===== src/rtl/fetch_unit.sv =====
// fetch_unit: instruction fetch stage; one outstanding imem request, valid/ready handoff to decode,
// next PC from control's PC-select on retire, halts sticky on a misaligned target.
module fetch_unit #(
  parameter int XLEN = 32,
  parameter logic [XLEN-1:0] RESET_PC = '0
) (
  input  logic            i_clk,
  input  logic            i_rst,
  output logic            o_imem_req,
  output logic [XLEN-1:0] o_imem_addr,
  input  logic            i_imem_gnt,
  input  logic            i_imem_rvalid,
  input  logic [XLEN-1:0] i_imem_rdata,
  output logic [XLEN-1:0] o_inst,
  output logic [XLEN-1:0] o_pc,
  output logic [XLEN-1:0] o_pc4,
  output logic            o_inst_vld,
  input  logic            i_inst_rdy,
  input  logic            i_pc_sel,
  input  logic [XLEN-1:0] i_alu_res,
  output logic            o_misalign
);
  localparam logic [2:0] S_IDLE = 3'd0, S_REQ = 3'd1, S_WAIT = 3'd2, S_HOLD = 3'd3, S_HALT = 3'd4;
  localparam logic PC_4 = 1'b0;
  logic [2:0] state;
  logic [XLEN-1:0] pc, inst, next_pc;
  logic misalign;
  // JALR semantics: bit 0 of the target is always cleared
  assign next_pc = (i_pc_sel == PC_4 ? pc + XLEN'(4) : i_alu_res) & ~XLEN'(1);
  assign o_imem_req = state == S_REQ;
  assign o_imem_addr = pc;
  assign o_inst = inst;
  assign o_pc = pc;
  assign o_pc4 = pc + XLEN'(4);
  assign o_inst_vld = state == S_HOLD;
  assign o_misalign = misalign;
  always_ff @(posedge i_clk or posedge i_rst)
    if (i_rst) begin
      state <= S_IDLE;
      pc <= RESET_PC;
      inst <= 32'h0000_0013;
      misalign <= 1'b0;
    end else
      case (state)
        S_IDLE: state <= S_REQ;
        S_REQ: state <= i_imem_gnt ? S_WAIT : S_REQ;
        S_WAIT:
          if (i_imem_rvalid) begin
            inst <= i_imem_rdata;
            state <= S_HOLD;
          end
        S_HOLD:
          if (i_inst_rdy) begin
            if (next_pc[1]) begin
              misalign <= 1'b1;
              state <= S_HALT;
            end else begin
              pc <= next_pc;
              state <= S_REQ;
            end
          end
        default: state <= S_HALT;
      endcase
endmodule

===== config.mk =====
export PLATFORM = sky130hd
export DESIGN_NAME = fetch_unit
export DESIGN_NICKNAME = d
export VERILOG_FILES = /design/src/rtl/fetch_unit.sv
export SDC_FILE = /design/constraint.sdc
export NUM_CORES = 1
export LEC_CHECK = 0
export CORE_ASPECT_RATIO = 2
export CORE_MARGIN = 1.5
export CORE_UTILIZATION = 41
export CTS_BUF_LIST = sky130_fd_sc_hd__clkbuf_2 sky130_fd_sc_hd__clkbuf_4 sky130_fd_sc_hd__clkbuf_8
export DETAILED_ROUTE_END_ITERATION = 10
export PLACE_DENSITY_LB_ADDON = 0.05
export SYNTH_ARGS = -nofsm -noshare
export SYNTH_HDL_FRONTEND = slang
export SYNTH_SLANG_ARGS = --single-unit
export TNS_END_PERCENT = 5

===== constraint.sdc =====
create_clock -name i_clk -period 2.71 [get_ports i_clk]
set_clock_uncertainty 0.15 [all_clocks]
set_input_delay 0.6775 -clock i_clk [delete_from_list [all_inputs] [get_ports i_clk]]
set_output_delay 0.6775 -clock i_clk [all_outputs]
set_load 0.005 [all_outputs]

==> flow_summary.toml <==
[run_status]
outcome = "finished, violations left"
violations = "design-rule violations, negative setup slack"

[placed_design]
dp_hpwl_um = 8860
post-place-cells = 700
gp_congestion = 0.869
port_buffers = 193

[critical_path]
cp_top_family = "simple AND/OR/NAND/NOR gates"
crit_top_cell = "buf_6"
end_kind = "output port"
cp_data_arrival_time_ns = 2.12
max_stage_delay_ns = 0.58
required_ns = 1.88
crit_buf_inv = 3
startpoint_type = "flop"
path_class = "reg -> out"
cp_max_fo = 4
slowest_stage = "or4b_4"
path_cells = "and4_4, buf_6, buf_6, nand3_4, or4b_4, xnor2_2, buf_2"

[drt]
postRouteAntennaNets = 0
wl_per_cell_um = 17.1
drt-total-wl_um = 12800
route.detailed.drc = 13
drt_iter0_markers = 193
dr_total_vias = 3961
viasPerCell = 5.29
dr.pass1.iters = 10

[global_route]
grt_max_degree = 67
grt_overflow = 0
grt_pass1_wl_um = 19600
grt_use_total = 0.250
grt_pass1_vias = 4175
antenna_found_initial = 0

[cells_and_area]
drive_gt1_frac = 0.340
fin_nets = 711
fin_cells = 749
area_growth_pct = 79.7
num_antenna_cells = 0

[cts]
htree_levels = 3
cts.sinks = 66
clk_latency_ns = 0.34
hold_buffers = 0
cts_buffer_depth = 2
clockRootBuffer = "clkbuf_8"
numCtsBuffers = 9
clkSlewWorstSetupHoldPaths_ns = 0.08
cts_tree = "yes"

[floorplan]
coreArea_um2 = 9260
die_height_um = 140
rows = 50
die_w_um = 71.6
start_util = 0.417
boundaryPins = 201
dieArea_um2 = 10000

[synthesis]
synth_cell_types = 49
ys_async_sr_fraction = 1.00
yosysSeqAreaShare = 0.429
netlist_area_um2 = 3860
synth_area_leader_cell = "dfrtp_1"
synth.area.top_cells = "dfrtp_1 (41%), mux2_2 (9.3%), buf_4 (7.2%)"
synth_edf_count = 0
synth.top_cell.area_share = 0.408
synthFlopType = "dfrtp_1"
avgSynthCellArea_um2 = 10.0
yosysWarnings = 0
ys_ff_latch = 66
syn_inst = 386

[power_and_ir_drop]
power.leakage_nw = 3.07
max-vdd-ir-drop_uv = 583
p_sw_mw = 2.02
powerDensity_nw_per_um2 = 909
p_seq_frac = 0.277
clockPowerShare = 0.163
p_sw_frac = 0.320
p_int_mw = 4.29
p_comb_frac = 0.560

[sta]
maxSlewViolCount = 0
fin_crit_ns = 2.95
setup_viol = 16
min_period_over_period = 1.09
rsz0062_at_grt = "yes"
hold_viol_final = 0
finalSetupTns_ns = -1.59
layout_setup_ws_ns = -0.241
holdWs_ns = 0.340
fmax_mhz = 339

[min_path]
hp-class = "reg -> reg"

[run]
max-cap-violations = 0
## state kept, by name (all words and copies together) (netlist names)
name,cells
state,3
o_inst,32
o_imem_addr,30
o_misalign,1
## power groups by stage
stage | Sequential, mW | Clock, mW | Combinational [mW]
global route | 1.80 | 1.09 | 3.78
finish | 1.75 | 1.03 | 3.53
CTS | 1.74 | 1.06 | 3.50
detailed placement | 1.75 | 0 | 3.56
floorplan | 1.94 | 0 | 1.21
global placement | 1.73 | 0 | 3.52
## metal layers
metal  track usage  share of wire  vias to the layer above
met1         0.247           0.34                     1918
met4         0.140          0.031                        0
met3        0.0532          0.058                       27
met5             0              0                        -
li1              -              -                     1856
met2         0.464           0.57                      160
## cells by family after synthesis
logic type                 count (synthesis)  share of synthesized area
AOI/OAI and AO/OA                         93                      0.164
adders and majority gates                  1                    0.00324
DFF                                       66                      0.429
xor gates and xnor gates                  28                     0.0635
and+or+nand+nor                           92                      0.132
other                                      1                   0.000971
muxes                                     35                      0.101
buffers and inverters                     70                      0.107
## Yosys cell counts, types with 2 or more instances
cell       instances
and4_1             4
nor2_1            22
o21ai_0           15
buf_4             37
a31oi_1           10
a41oi_1            2
o2bb2ai_1          3
inv_1             10
clkbuf_1          14
and3_1             8
a22oi_1            4
or3_1              2
dfstp_2            3
xor2_1            13
nand2_1           24
xnor2_1           15
nand3_1            6
dfrtp_1           63
nand4_1            5
o21bai_1           2
o22a_1             8
o21a_1             7
nor3_1             6
o22ai_1           11
mux2_2            32
a21oi_1           14
a211oi_1           3
a2bb2oi_1          8
and2_1             6
buf_2              8
mux2i_1            3
## worst reg2reg max path: stages (launching register included)
cell       delay (ns)
dfrtp_1          0.40
and4_4           0.27
buf_6            0.12
and4_4           0.23
nand4_1          0.13
buf_4            0.17
buf_6            0.11
buf_6            0.10
buf_6            0.10
buf_6            0.10
buf_6            0.10
buf_6            0.11
buf_6            0.10
buf_6            0.10
buf_6            0.10
buf_6            0.11
o22ai_1          0.15
a2bb2oi_1        0.09
## through the flow
step / util / total power [mW] / cell area [um2] / setup slack, ns
CTS: 0.733 / 6.30 / 6780 / -0.228
floorplan: - / 3.15 / 3880 / 0.222
global route: 0.750 / 6.67 / 6940 / -0.311
finish: 0.750 / 6.31 / 6940 / -0.241
detailed placement: 0.668 / 5.31 / 6190 / -0.219
global placement: 0.668 / 5.25 / 6190 / -0.168
## area by class of cell
type                       count  area [um2]
clock inverter                 6         115
multi-input combinational    255        2060
clock buffer                  10         131
inverter                      11        41.3
sequential                    66        1660
timing repair buffer         297        2810
fill                         661        2320
tap                          104         130
## cells in the final DEF (no fill, tap or decap), drive strengths merged, types with 4 or more instances in the layout
cell type	count
conb	6
buf	121
clkdlybuf4s50	168
nand2	24
o22a	8
inv	12
o21a	7
a21oi	15
xnor2	15
nand3	7
dfrtp	63
clkbuf	11
xor2	13
and2	6
and3	8
a22oi	4
a2bb2oi	8
mux2	32
and4	5
nor2	22
nand4	7
a31oi	10
o22ai	11
nor3	6
o21ai	15
## repair_timing
item	CTS	global route
buffers inserted	29	5
setup endpoints to repair	26	25
pin swaps	26	16
resized for setup	125	32
## final timing paths
kind	slack, ns	end	cells past startpoint	from
max	-0.24	o_pc4[30]	7	o_imem_addr[7]
min	0.34	o_misalign	1	o_misalign
max reg2reg	-0.16	o_imem_addr[22]	17	o_imem_addr[10]
min reg2reg	0.34	o_misalign	1	o_misalign
max in group asynchronous	1.51	o_inst[0]	3	i_rst
min in group asynchronous	0.59	o_imem_addr[18]	3	i_rst
Power figures use the tool's default switching activity.
==> RTL change 1, RTL diff (same flow settings) <==
Set the parameter `XLEN` to 16 (it was 32).
--- a/src/rtl/fetch_unit.sv
+++ b/src/rtl/fetch_unit.sv
@@ -1,7 +1,7 @@
 // fetch_unit: instruction fetch stage; one outstanding imem request, valid/ready handoff to decode,
 // next PC from control's PC-select on retire, halts sticky on a misaligned target.
 module fetch_unit #(
-  parameter int XLEN = 32,
+  parameter int XLEN = 16,
   parameter logic [XLEN-1:0] RESET_PC = '0
 ) (
   input  logic            i_clk,
Ports: changed (6 resized); port bits go from 201 to 105. No check against the original RTL was run, so the function may have changed too.
==> RTL change 1 against the unedited design <==
- critical endpoint is now o_pc4[15]
- area after synthesis fell by 48%
- highest routed layer unchanged
- design area shrank 55%
- synthesized cell count shrank 49%
- routed wire length decreased by 62%
- combinational power fell by 54%
- core utilization decreased by 8.2 points
- the flow finishes with violations (negative setup slack)
- critical path type unchanged
- sequential cell count fell by 32
- largest power group unchanged
- setup slack better by 0.23 ns
- total power fell by 54%
==> RTL change 1: results <==
INSERT INTO impl_metrics (metric_group, metric, value, unit) VALUES
('status', 'failing_checks', 'negative setup slack', ''),
('placed_design', 'dp.final_hpwl', '3.79', 'mm'),
('timing', 'timing.final.setup_violations', '1', ''),
('cells_and_area', 'ratio_of_cells_with_drive_above_1_in_the_final_layout', '0.203', ''),
('placed_design', 'dpl_worst_slack', '0.154', 'ns'),
('clock_network', 'numCtsBuffers', '5', ''),
('route', 'first_pass_iteration_count_of_the_detailed_router', '6', ''),
('status', 'run_status', 'finished, violations left', ''),
('critical_path', 'worstReg2RegStart', 'state[2]$_DFFE_PP0P_', ''),
('global_routing', 'global_route_wire_length_before_repair', '7.85', 'mm'),
('placed_design', 'dpl-instance-area', '2970', 'um2'),
('cells_and_area', 'largest_register_ff_count', '16', ''),
('clock_network', 'post-cts-setup-buffer-count', '0', ''),
('critical_path', 'regToRegSetupSlack', '0.86', 'ns'),
('route', 'detail_route.iter0.violations', '16', ''),
('critical_path', 'reg2reg_depth', '5', ''),
('route', 'routed_wirelength', '4.90', 'mm'),
('clock_network', 'clock_insertion_delay_at_the_later_pin_of_the_skew_report', '0.28', 'ns'),
('clock_network', 'clk_pin_slew', '0.06', 'ns'),
('timing', 'post-route-worst-setup-slack', '-0.0102', 'ns'),
('placed_design', 'dpl.cell_count', '338', ''),
('timing', 'fin_worst_hold_slack', '0.326', 'ns'),
('global_routing', 'grt_pass1_vias', '1712', ''),
('clock_network', 'cts_max_level', '2', ''),
('synthesis', 'syn-mean-instance-area', '10.2', 'um2');
-- RTL change 1: cell count changes after synthesis, sizes merged, moves of 10 or more --
cell	unedited run	this run
a31oi	10	0
buf	45	26
dfrtp	63	31
mux2	32	16
nand2	24	13
nor2	22	7
xor2	13	3
-- RTL change 1: worst max-delay path by stage --
| stage | startpoint | endpoint | slack, ns | cells after the start |
|---|---|---|---|---|
| after floorplan | o_imem_addr[2]$_DFFE_PP0P_ | o_pc4[12] | 0.66 | 4 |
| after global placement | o_imem_addr[3]$_DFFE_PP0P_ | o_pc4[12] | 0.18 | 5 |
| after detailed placement | o_imem_addr[5]$_DFFE_PP0P_ | o_pc4[15] | 0.15 | 4 |
| after CTS | o_imem_addr[5]$_DFFE_PP0P_ | o_pc4[15] | -0.09 | 4 |
| after global routing | o_imem_addr[2]$_DFFE_PP0P_ | o_pc4[10] | -0.11 | 5 |
| final | o_imem_addr[5]$_DFFE_PP0P_ | o_pc4[15] | -0.01 | 4 |
-- RTL change 1: cell type report --
type / count / area share
Tap cell: 55 / 0.0222
Inverter: 8 / 0.00969
Timing Repair Buffer: 113 / 0.353
Sequential cell: 34 / 0.277
Multi-Input combinational cell: 128 / 0.310
Clock buffer: 6 / 0.0246
Clock inverter: 2 / 0.00323
-- RTL change 1: logic make-up after synthesis --
family	Yosys count	synth area share
AND/OR/NAND/NOR	55	0.162
buffers and inverters	40	0.129
flip-flops	34	0.427
AO/OA/AOI/OAI	33	0.107
multiplexers	21	0.115
XOR/XNOR	12	0.0525
adder cells (fa/ha/maj)	1	0.00625
other	1	0.00187
-- RTL change 1: worst max-delay path: stages, from the launching register on --
cell and delay (ns):
sky130_fd_sc_hd__dfrtp_1 0.43, sky130_fd_sc_hd__and4_4 0.31, sky130_fd_sc_hd__nand4_1 0.17, sky130_fd_sc_hd__xnor2_1 0.18, sky130_fd_sc_hd__clkdlybuf4s50_1 0.52
-- RTL change 1: repair_timing --
action,in CTS,in global routing
setup endpoints to repair,8,8
pin swaps,2,4
resized for setup,5,9
hold endpoints to repair,0,0
-- RTL change 1: layer usage --
metal / part of all wire / global-route usage / vias to the layer above
met5: 0 / 0 / -
met3: 0.050 / 0.0351 / 6
met4: 0.013 / 0.0592 / 0
li1: - / - / 859
met2: 0.56 / 0.353 / 65
met1: 0.38 / 0.215 / 841
-- RTL change 1: power groups by stage --
| stage | clock network [mW] | logic, mW | registers (mW) |
|---|---|---|---|
| after floorplan | 0 | 0.633 | 0.978 |
| after CTS | 0.377 | 1.63 | 0.939 |
| after global routing | 0.398 | 1.76 | 0.987 |
| after detailed placement | 0 | 1.61 | 0.945 |
| after global placement | 0 | 1.60 | 0.936 |
| final | 0.361 | 1.61 | 0.946 |
==> RTL change 2, RTL diff (same flow settings) <==
Made on the original files. Reset style: synchronous (`i_rst`), changed in one clocked block.
--- a/src/rtl/fetch_unit.sv
+++ b/src/rtl/fetch_unit.sv
@@ -34,7 +34,7 @@
   assign o_pc4 = pc + XLEN'(4);
   assign o_inst_vld = state == S_HOLD;
   assign o_misalign = misalign;
-  always_ff @(posedge i_clk or posedge i_rst)
+  always_ff @(posedge i_clk)
     if (i_rst) begin
       state <= S_IDLE;
       pc <= RESET_PC;
Behaviour: differs if i_rst is asserted again (counterexample within 4 cycles, from zero or initial values and one cycle with i_rst high); with i_rst held inactive, the same outputs for 4 cycles.
==> RTL change 2 against the unedited design <==
- the flow finishes with violations (negative setup slack)
- sequential cell count is the same
- routed wire length grew 11%
- area after synthesis increased by 2.0%
- setup slack gained 0.00064 ns
- design area decreased by 4.3%
- maximum frequency about the same
- final cell count rose by 13%
- sequential share of layout area decreased by 3.7 points
Power is not compared: it rests on default switching activity, and its combinational part moved more than twofold at a synthesized area within 25%.
==> RTL change 2: results <==
INSERT INTO impl_metrics (metric_group, metric, value, unit) VALUES
('timing', 'post-route-worst-setup-slack', '-0.240', 'ns'),
('synthesis', 'synth_cells', '516', ''),
('timing', 'timing.final.setup_violations', '12', ''),
('synthesis', 'async_flop_share', '0', ''),
('route', 'first_pass_iteration_count_of_the_detailed_router', '4', ''),
('critical_path', 'worst_setup_path_startpoint', 'o_imem_addr[12]$_SDFFE_PP0P_', ''),
('worst_hold_path', 'worstHoldPathCells', '2', ''),
('placed_design', 'dp.final_hpwl', '10.4', 'mm'),
('critical_path', 'critical_path.top_delay_family', 'buffers and inverters', ''),
('synthesis', 'yosys.area_share.adder', '0.00318', ''),
('route', 'vias_per_cell', '5.43', ''),
('status', 'failing_checks', 'negative setup slack', ''),
('critical_path', 'worst_path_max_delay_cell', 'sky130_fd_sc_hd__clkdlybuf4s50_1', ''),
('timing', 'fin_setup_tns', '-1.75', 'ns'),
('status', 'run_status', 'finished, violations left', ''),
('synthesis', 'synth.cells.most_frequent', 'sky130_fd_sc_hd__nand2_1 (95), sky130_fd_sc_hd__dfxtp_1 (66), sky130_fd_sc_hd__a21oi_1 (45)', ''),
('critical_path', 'regToRegSetupSlack', '0.42', 'ns'),
('global_routing', 'met1_usage_in_global_routing', '0.275', ''),
('placed_design', 'dpl-instance-area', '6160', 'um2'),
('route', 'detail_route.wl_per_cell', '16.8', 'um');
==> RTL change 2: changes by cell type after synthesis, moves of 8 or more <==
cell,unedited run,this run
sky130_fd_sc_hd__nand2_1,24,95
sky130_fd_sc_hd__dfxtp_1,0,66
sky130_fd_sc_hd__dfrtp_1,63,0
sky130_fd_sc_hd__a21oi_1,14,45
sky130_fd_sc_hd__mux2_2,32,1
sky130_fd_sc_hd__nand3_1,6,21
sky130_fd_sc_hd__nor2_1,22,33
sky130_fd_sc_hd__o22ai_1,11,0
sky130_fd_sc_hd__clkbuf_1,14,23
sky130_fd_sc_hd__nor3_1,6,15
sky130_fd_sc_hd__a2bb2oi_1,8,0
sky130_fd_sc_hd__o22a_1,8,0
==> RTL change 2: logic make-up after synthesis <==
logic type,Yosys count
flip-flops,66
AO/OA/AOI/OAI,111
XOR/XNOR,28
multiplexers,8
AND/OR/NAND/NOR,214
adder cells (fa/ha/maj),1
other,1
buffers and inverters,87
==> RTL change 2: area by class of cell <==
class	count	area, um2
clock buffers	10	131
clock inverters	6	115
fillers	766	2680
inverters	11	41.3
multi-input cells	368	2310
flip-flops and latches	66	1340
well taps	104	130
repair buffers	280	2570
==> RTL change 2: timing repair <==
item | 4_1_cts | 5_1_grt
gates cloned | 0 | 0
endpoints found under the setup margin | 26 | 21
gates resized for setup | 83 | 10
hold buffers | 0 | 0
hold endpoints to repair | 0 | 0
setup buffers | 11 | 0
pin swaps | 18 | 6
==> RTL change 2: power groups by stage <==
stage / Combinational (mW) / Clock [mW] / Sequential [mW]
global placement: 0.293 / 0 / 1.02
detailed placement: 0.297 / 0 / 1.03
floorplan: 0.111 / 0 / 1.03
CTS: 0.297 / 1.06 / 1.00
global route: 0.319 / 1.09 / 1.00
finish: 0.297 / 1.04 / 1.00
